`src/rtl/pipe_ctrl_pkg.sv`:
```
`default_nettype none
// ============================================================================
// Module   : pipe_ctrl_pkg
// Purpose  : Shared types and constants for the pipeline stall/flush
//            controller (controller states, boundary bit indices,
//            timeout counter sizing).
// Revision : 1.0 - initial release
// ============================================================================
package pipe_ctrl_pkg;

    // Controller states
    typedef enum logic [1:0] {
        RUN      = 2'd0,
        MDU_WAIT = 2'd1,
        MEM_WAIT = 2'd2
    } state_t;

    // Bit positions inside stall_o / flush_o
    localparam int IF_ID  = 0;
    localparam int ID_EX  = 1;
    localparam int EX_MEM = 2;
    localparam int MEM_WB = 3;

    // Timeout counter width: $clog2(MEM_TIMEOUT), never narrower than 1 bit
    function automatic int tmo_cnt_w(input int timeout);
        int w;
        w = $clog2(timeout);
        return (w < 1) ? 1 : w;
    endfunction

endpackage : pipe_ctrl_pkg
`default_nettype wire

```
`src/rtl/pipe_ctrl_load_use.sv`:
```
`default_nettype none
// ============================================================================
// Module   : load_use_detect
// Purpose  : Flags a load in EX whose destination is read by the ID
//            instruction. x0 never creates a hazard.
// Revision : 1.0 - initial release
// ============================================================================
module load_use_detect #(
    parameter int RAW = 5
) (
    input  logic           i_ex_is_load,
    input  logic [RAW-1:0] i_ex_rd,
    input  logic           i_rs1_en,
    input  logic [RAW-1:0] i_rs1,
    input  logic           i_rs2_en,
    input  logic [RAW-1:0] i_rs2,
    output logic           o_load_use
);

    logic w_rd_nonzero;
    logic w_rs1_hit;
    logic w_rs2_hit;

    assign w_rd_nonzero = |i_ex_rd;
    assign w_rs1_hit    = i_rs1_en & (i_rs1 == i_ex_rd);
    assign w_rs2_hit    = i_rs2_en & (i_rs2 == i_ex_rd);
    assign o_load_use   = i_ex_is_load & w_rd_nonzero & (w_rs1_hit | w_rs2_hit);

endmodule : load_use_detect
`default_nettype wire

```
`src/rtl/pipe_ctrl.sv`:
```
`default_nettype none
// ============================================================================
// Module   : pipe_ctrl
// Purpose  : Central stall/flush controller for the 5-stage pipeline.
//            Priority: bus wait > MDU wait > jump > load-use.
//            All control outputs are combinational (same-cycle).
//            Optional macro PIPE_CTRL_PERF_EN adds 64-bit stall/flush
//            performance counters; otherwise those ports read 0.
// Revision : 1.0 - initial release
// ============================================================================
module pipe_ctrl
    import pipe_ctrl_pkg::*;
#(
    parameter int ADDR_W      = 64,
    parameter int RAW         = 5,
    parameter int MEM_TIMEOUT = 255
) (
    input  logic              clk,
    input  logic              rst,
    input  logic              id_rs1_en_i,
    input  logic              id_rs2_en_i,
    input  logic [RAW-1:0]    id_rs1_i,
    input  logic [RAW-1:0]    id_rs2_i,
    input  logic              ex_is_load_i,
    input  logic [RAW-1:0]    ex_rd_i,
    input  logic              ex_mdu_op_i,
    input  logic              mdu_done_i,
    input  logic              jump_en_i,
    input  logic [ADDR_W-1:0] jump_addr_i,
    input  logic              mem_req_i,
    input  logic              mem_ready_i,
    output logic              pc_stall_o,
    output logic [3:0]        stall_o,
    output logic [3:0]        flush_o,
    output logic              jump_o,
    output logic [ADDR_W-1:0] jump_addr_o,
    output logic              bus_err_o,
    output logic [63:0]       stall_cnt_o,
    output logic [63:0]       flush_cnt_o
);

    localparam int               TMO_W    = tmo_cnt_w(MEM_TIMEOUT);
    localparam logic [TMO_W-1:0] TMO_LAST = TMO_W'(MEM_TIMEOUT - 1);

    state_t           r_state;
    state_t           w_next_state;
    logic [TMO_W-1:0] r_tmo_cnt;

    logic w_in_run;
    logic w_in_mem;
    logic w_timeout;
    logic w_memwait;
    logic w_mduwait;
    logic w_loaduse;

    load_use_detect #(
        .RAW (RAW)
    ) u_load_use (
        .i_ex_is_load (ex_is_load_i),
        .i_ex_rd      (ex_rd_i),
        .i_rs1_en     (id_rs1_en_i),
        .i_rs1        (id_rs1_i),
        .i_rs2_en     (id_rs2_en_i),
        .i_rs2        (id_rs2_i),
        .o_load_use   (w_loaduse)
    );

    assign w_in_run  = (r_state == RUN);
    assign w_in_mem  = (r_state == MEM_WAIT);
    // Ready in the last allowed cycle beats the timeout.
    assign w_timeout = w_in_mem & (r_tmo_cnt == TMO_LAST) & ~mem_ready_i;
    assign w_memwait = (w_in_run & mem_req_i & ~mem_ready_i)
                     | (w_in_mem & ~mem_ready_i & ~w_timeout);
    // Outside a bus wait every state (including a release cycle) looks like
    // RUN, so the MDU check does not depend on the state.
    assign w_mduwait = ex_mdu_op_i & ~mdu_done_i;

    // Prioritised stall/flush/redirect decode; reset forces every boundary to bubble.
    always_comb begin
        pc_stall_o  = 1'b0;
        stall_o     = 4'b0000;
        flush_o     = 4'b0000;
        jump_o      = 1'b0;
        jump_addr_o = '0;
        bus_err_o   = 1'b0;
        if (!rst) begin
            flush_o = 4'b1111;
        end else begin
            bus_err_o = w_timeout;
            if (w_memwait) begin
                pc_stall_o      = 1'b1;
                stall_o[IF_ID]  = 1'b1;
                stall_o[ID_EX]  = 1'b1;
                stall_o[EX_MEM] = 1'b1;
                flush_o[MEM_WB] = 1'b1;
            end else if (w_mduwait) begin
                pc_stall_o      = 1'b1;
                stall_o[IF_ID]  = 1'b1;
                stall_o[ID_EX]  = 1'b1;
                flush_o[EX_MEM] = 1'b1;
            end else if (jump_en_i) begin
                jump_o          = 1'b1;
                jump_addr_o     = jump_addr_i;
                flush_o[IF_ID]  = 1'b1;
                flush_o[ID_EX]  = 1'b1;
            end else if (w_loaduse) begin
                pc_stall_o      = 1'b1;
                stall_o[IF_ID]  = 1'b1;
                flush_o[ID_EX]  = 1'b1;
            end
        end
    end

    // Next state follows the same priority as the output decode.
    always_comb begin
        w_next_state = RUN;
        if (w_memwait) begin
            w_next_state = MEM_WAIT;
        end else if (w_mduwait) begin
            w_next_state = MDU_WAIT;
        end
    end

    // State register and bus-wait cycle counter (zero on the first MEM_WAIT cycle).
    always_ff @(posedge clk) begin
        if (!rst) begin
            r_state   <= RUN;
            r_tmo_cnt <= '0;
        end else begin
            r_state <= w_next_state;
            if (w_in_mem) begin
                r_tmo_cnt <= r_tmo_cnt + 1'b1;
            end else begin
                r_tmo_cnt <= '0;
            end
        end
    end

`ifdef PIPE_CTRL_PERF_EN
    logic [63:0] r_stall_cnt;
    logic [63:0] r_flush_cnt;

    // Free-running performance counters, wrapping at 2^64.
    always_ff @(posedge clk) begin
        if (!rst) begin
            r_stall_cnt <= 64'd0;
            r_flush_cnt <= 64'd0;
        end else begin
            if (pc_stall_o) begin
                r_stall_cnt <= r_stall_cnt + 64'd1;
            end
            if (jump_o) begin
                r_flush_cnt <= r_flush_cnt + 64'd1;
            end
        end
    end

    assign stall_cnt_o = r_stall_cnt;
    assign flush_cnt_o = r_flush_cnt;
`else
    assign stall_cnt_o = 64'd0;
    assign flush_cnt_o = 64'd0;
`endif

endmodule : pipe_ctrl
`default_nettype wire
```
`config.mk`:
```
export PLATFORM = sky130hd
export DESIGN_NAME = pipe_ctrl
export DESIGN_NICKNAME = d
export VERILOG_FILES = /design/src/rtl/pipe_ctrl_pkg.sv /design/src/rtl/pipe_ctrl_load_use.sv /design/src/rtl/pipe_ctrl.sv
export SDC_FILE = /design/constraint.sdc
export NUM_CORES = 1
export LEC_CHECK = 0
export ABC_AREA = 1
export BUFFER_PORTS_ARGS = -buffer_cell sky130_fd_sc_hd__buf_2
export CAP_MARGIN = 30
export CORE_AREA = 2 2 112 114
export CTS_CLUSTER_SIZE = 28
export DETAILED_ROUTE_END_ITERATION = 10
export DIE_AREA = 0 0 114 116
export GPL_TIMING_DRIVEN = 0
export HOLD_SLACK_MARGIN = 0.05
export REMOVE_ABC_BUFFERS = 1
export SETUP_SLACK_MARGIN = 0.1
export SYNTH_ARGS = -nofsm -noshare
export SYNTH_HDL_FRONTEND = slang
export SYNTH_HIERARCHICAL = 1
export SYNTH_SLANG_ARGS = --single-unit
```
`constraint.sdc`:
```
create_clock -name clk -period 3.4 [get_ports clk]
set_clock_uncertainty 0.1 [all_clocks]
set_input_delay 0.34 -clock clk [delete_from_list [all_inputs] [get_ports clk]]
set_output_delay 0.34 -clock clk [all_outputs]
set_load 0.005 [all_outputs]
```
== Word-level counts from Yosys, hierarchy flattened ==
Index checks and enable logic that the tools add are counted.

* Logic and storage cells: 53
* Output and inout port bits: 203
* Register bits: 10
* Bits of input ports: 89

* Add/subtract/negate cells: 1
* Reduce and logical (&&, ||, !) cells: 4
* Mux-type cells: 24
* Bitwise operators: 17
* Equal/unequal tests: 4

{| class="wikitable"
|+ Operator list
! cell !! number
|-
| 64-bit 2-to-1 mux || 4
|-
| 1-bit 2-to-1 mux || 14
|-
| 1-bit bitwise AND || 11
|-
| 5-bit equality test || 2
|-
| 8-bit by 1-bit adder with 8-bit output, second input constant || 1
|-
| 8-bit equality test, second input constant || 1
|-
| 2-bit 2-to-1 mux || 3
|-
| 3-bit 2-to-1 mux || 2
|-
| 5-bit OR reduction || 1
|-
| 4-bit 2-to-1 mux || 1
|-
| 1-bit inverter || 4
|-
| 2-bit equality test, second input constant || 1
|-
| 2-bit zero test || 1
|-
| 1-bit bitwise OR || 2
|-
| 2-bit AND reduction || 1
|-
| 2-bit OR reduction || 1
|}

== Logic depth before layout (Yosys ltp) ==
* Depth after elaboration: 9
* Mapped depth: 13

== Cells and area by module ==
Netlist, hierarchy kept.

{| class="wikitable"
|+ By module, submodules not included
! module !! instances !! area an instance (um2) !! cells an instance !! seq. area each (um2)
|-
| pipe_ctrl || 1 || 2,811.4 || 503 || 200.2
|-
| load_use_detect || 1 || 216.5 || 54 || 0.0
|}

== Worst setup path after synthesis ==
OpenSTA, ideal clock, no wires.

* Kind: register -> output
* From: register r_tmo_cnt[0]
* To: output port stall_o[0]
* Data required time: 2,960 ps
* Buffers on the path: 2
* Arrival time: 1,365 ps
* Stages on the path, launching flop included: 10
* Setup slack: 1,595 ps
* Cells stage by stage: dfxtp_1 -> inv_1 -> ha_1 -> nand3_1 -> o21bai_4 -> buf_8 -> nand3_1 -> nand2_1 -> inv_1 -> buf_4

* Cells in the longest elaborated chain, start to end: 8

{| class="wikitable"
|+ Ends and longest elaborated chain
! item !! line !! text
|-
| from (decl) || pipe_ctrl.sv:47 || <nowiki>logic [TMO_W-1:0] r_tmo_cnt;</nowiki>
|-
| from (signal assigned) || pipe_ctrl.sv:132 || <nowiki>r_tmo_cnt <= r_tmo_cnt + 1'b1;</nowiki>
|-
| 8-bit equality test || pipe_ctrl.sv:71 || <nowiki>assign w_timeout = w_in_mem & (r_tmo_cnt == TMO_LAST) & ~mem_ready_i;</nowiki>
|-
| 1-bit bitwise AND (2 in a row) || pipe_ctrl.sv:71 ||
|-
| 1-bit inverter || pipe_ctrl.sv:73 || <nowiki>| (w_in_mem & ~mem_ready_i & ~w_timeout);</nowiki>
|-
| 1-bit bitwise AND || pipe_ctrl.sv:73 ||
|-
| 1-bit bitwise OR || pipe_ctrl.sv:73 ||
|-
| 2-bit 2-to-1 mux || pipe_ctrl.sv:90 || <nowiki>if (w_memwait) begin</nowiki>
|-
| 3-bit 2-to-1 mux || pipe_ctrl.sv:86 || <nowiki>if (!rst) begin</nowiki>
|-
| to (decl) || pipe_ctrl.sv:33 || <nowiki>output logic [3:0] stall_o,</nowiki>
|}

No other way between the ends.

== Final worst setup path ==
* From: register r_tmo_cnt[0]
* To: output port jump_addr_o[13]

* Cells in the longest elaborated chain, start to end: 8

{| class="wikitable"
|+ Ends and longest elaborated chain
! item !! line !! text
|-
| 8-bit equality test || pipe_ctrl.sv:71 ||
|-
| 1-bit bitwise AND (2 in a row) || pipe_ctrl.sv:71 ||
|-
| 1-bit inverter || pipe_ctrl.sv:73 ||
|-
| 1-bit bitwise AND || pipe_ctrl.sv:73 ||
|-
| 1-bit bitwise OR || pipe_ctrl.sv:73 ||
|-
| 64-bit 2-to-1 mux || pipe_ctrl.sv:90 ||
|-
| 64-bit 2-to-1 mux || pipe_ctrl.sv:86 ||
|-
| to (decl) || pipe_ctrl.sv:36 || <nowiki>output logic [ADDR_W-1:0] jump_addr_o,</nowiki>
|}

No other way between the ends.

==> flow_summary.toml <==
[clock_network]
cts_tree = "yes"
numCtsBuffers = 3
clock-root-buffer = "sky130_fd_sc_hd__clkbuf_16"
deepest_level_of_the_cts_h_tree = 1
holdBufCountCts = 0
cts.repair.resized = 0
post-cts-setup-buffers = 0
cts_max_path_buffers = 2
cts.reportedPaths.clkPinSlew_ns = 0.04
cts_sinks = 10
clock_latency_of_the_later_clocked_register_in_the_worst_skew_pair_ns = 0.24

[route]
total_vias_in_the_final_route = 3296
detail_route.drc_violations = 0
wl_mm = 8.40
drt-wirelength-per-cell_um = 10.0
drt_first_pass_iters = 4
avgViaCountPerCell = 3.94
ant_nets = 0
drt_first_iter_violations = 210

[synth]
synth_top_area_share_pct = 32.2
ys_async_sr_fraction_pct = 0
synth_area_per_cell_um2 = 5.44
post_synth_instance_area_mm2 = 0.00303
yosys.cell_count.top_type = "sky130_fd_sc_hd__nor2_1"
synth.top_cells.by_count = "147 x sky130_fd_sc_hd__nor2_1, 130 x sky130_fd_sc_hd__buf_4, 103 x sky130_fd_sc_hd__nand2_1"
number_of_synthesized_flops_with_an_enable_pin = 0
synthCells = 557
netlist_top_cells_area = "sky130_fd_sc_hd__buf_4 32%, sky130_fd_sc_hd__nor2_1 18%, sky130_fd_sc_hd__nand2_1 13%, sky130_fd_sc_hd__nand3_1 12%, sky130_fd_sc_hd__dfxtp_1 6.6%"
total_of_flip_flops_plus_latches_after_synthesis = 10
most_frequently_used_flop_master_after_synthesis = "sky130_fd_sc_hd__dfxtp_1"
synth_seq_area_share_pct = 6.61
yosysWarnings = 6
yosys.cell_types.count = 27
synth_top_area_cell = "sky130_fd_sc_hd__buf_4"

[worst_setup_path]
worstSetupStartpointType = "flop"
timing.setup.critical_path_class = "flop to output port"
timing.critical_path.to_type = "output port"
worst-path-max-fanout = 43
cp.required_ns = 2.96
critical_path_arrival_ns = 2.30

[grt]
grt_use_total_pct = 11.0
grt_total_ovfl = 0
first_global_vias = 2546
grt_pass1_wl_mm = 12.2
grt_start_max_net_pins = 71
grt_antenna_before_repair = 0

[timing]
final.min_clock_period_ns = 2.74
slew_viol_final = 0
timing_worst_slew_pin_value_ns = 0.864
timing.setup.tns_ns = 0
rsz0062_at_grt = "no"
final-setup-viol-count = 0
final_number_of_hold_violating_endpoints = 0
final.hold.worst_slack_ns = 0.364
max-slew-margin-rel_pct = 42.4
clock.fmax_mhz = 365
final_clock_period_utilization_by_the_worst_path_pct = 80.5

[pwr]
power_leakage_nw = 2.17
peakVddDrop_mv = 0.128
power-per-cell-area_mw_per_mm2 = 189

[layout]
multiInputGateArea_mm2 = 0.00201
layout.cell_area.non_filler_mm2 = 0.00348
antenna_cells = 0
fillerInstances = 1388
drive_above_1_share_pct = 26.6
layout_nets = 781
final-seq-area_um2 = 200
finish.cell_count_without_fillers = 836
area_growth_syn_to_layout_pct = 15.1

[min_path]
min-delay-path-class = "flop to flop"

[place]
hpwl_mm = 6.28
dp.cells = 832
place.port_buffers = 162
globalplace.congestion = 0.729
dpl_cell_area_mm2 = 0.00340

[die]
placeableCoreArea_mm2 = 0.0119
floorplan.die.height_um = 116
row_count = 40
start_util_pct = 25.4
die-area_mm2 = 0.0132
io_pins = 292
floorplan.die.width_um = 114

[job]
max_cap_violations = 0

[status]
status = "finished, final reports clean"
## per-layer routing
| layer | vias up | global-route usage (%) | share of wire, % |
|---|---|---|---|
| met4 | 0 | 1.46 | 0.25 |
| met3 | 2 | 1.15 | 7.0 |
| met1 | 1443 | 13.9 | 41 |
| li1 | 1711 | - | - |
| met2 | 140 | 20.6 | 52 |
| met5 | - | 0 | 0 |
## cell type report
cell class                 count  share of cell area, %
tap                          147                   5.28
multi-input combinational    479                   57.6
clock buffer                   4                   2.55
sequential                    10                   5.75
timing repair buffer         166                   25.6
inverter                      30                   3.23
## cell usage in the layout (no fill, tap or decap), types with 2 or more instances in the layout
cell / n
sky130_fd_sc_hd__buf_2: 162
sky130_fd_sc_hd__dfxtp_1: 10
sky130_fd_sc_hd__nand2_1: 103
sky130_fd_sc_hd__conb_1: 129
sky130_fd_sc_hd__clkbuf_16: 3
sky130_fd_sc_hd__o21ai_0: 3
sky130_fd_sc_hd__nand4_1: 2
sky130_fd_sc_hd__nand3_1: 74
sky130_fd_sc_hd__a21oi_1: 5
sky130_fd_sc_hd__buf_12: 4
sky130_fd_sc_hd__inv_1: 27
sky130_fd_sc_hd__xor2_1: 2
sky130_fd_sc_hd__inv_2: 3
sky130_fd_sc_hd__nand2_2: 4
sky130_fd_sc_hd__ha_1: 2
sky130_fd_sc_hd__nand3_4: 2
sky130_fd_sc_hd__nor2_1: 146
## stage by stage
step | power (mW) | util, % | worst slack, ns
final | 0.659 | 29.3 | 0.661
after global routing | 0.720 | 29.3 | 0.444
after CTS | 0.663 | 29.3 | 0.628
after detailed placement | 0.428 | 28.5 | 0.889
after global placement | 0.421 | 27.7 | -1.85
after floorplan | 0.291 | - | -0.140
## critical path: stages (launching register included)
cell,delay [ns]
sky130_fd_sc_hd__dfxtp_1,0.33
sky130_fd_sc_hd__inv_1,0.06
sky130_fd_sc_hd__ha_1,0.13
sky130_fd_sc_hd__nand3_1,0.14
sky130_fd_sc_hd__o21bai_4,0.67
sky130_fd_sc_hd__buf_12,0.29
sky130_fd_sc_hd__nand3_1,0.15
sky130_fd_sc_hd__nor2_1,0.14
sky130_fd_sc_hd__buf_2,0.13
## cells by family (layout without fill, tap and decap cells)
group           count (synthesis)  in the layout  synth area share, %
buf+inv                       196            200                 43.4
flops                          10             10                 6.61
fa+ha+maj                       2              2                0.826
other cells                     1            129                0.124
xor+xnor                        2              2                0.579
simple gates                  336            336                 46.3
compound gates                 10             10                 2.15
## where the power goes
group	switching (mW)	internal, mW	total, mW
sequential	0.00111	0.119	0.121
combinational	0.189	0.118	0.308
clock	0.0543	0.177	0.231
## worst paths after layout
kind | from | endpoint | slack [ns] | depth (start not counted)
setup / recovery | r_tmo_cnt[0] | jump_addr_o[13] | 0.66 | 8
hold / removal | r_tmo_cnt[0] | r_tmo_cnt[0] | 0.36 | 1
setup reg to reg | r_tmo_cnt[0] | r_state[1] | 1.57 | 7
hold reg to reg | r_tmo_cnt[0] | r_tmo_cnt[0] | 0.36 | 1
## state kept, by name (all words and copies together), names as in the netlist
signal and cells:
r_tmo_cnt 8, r_state 2
(Power assumes the default switching activity.)
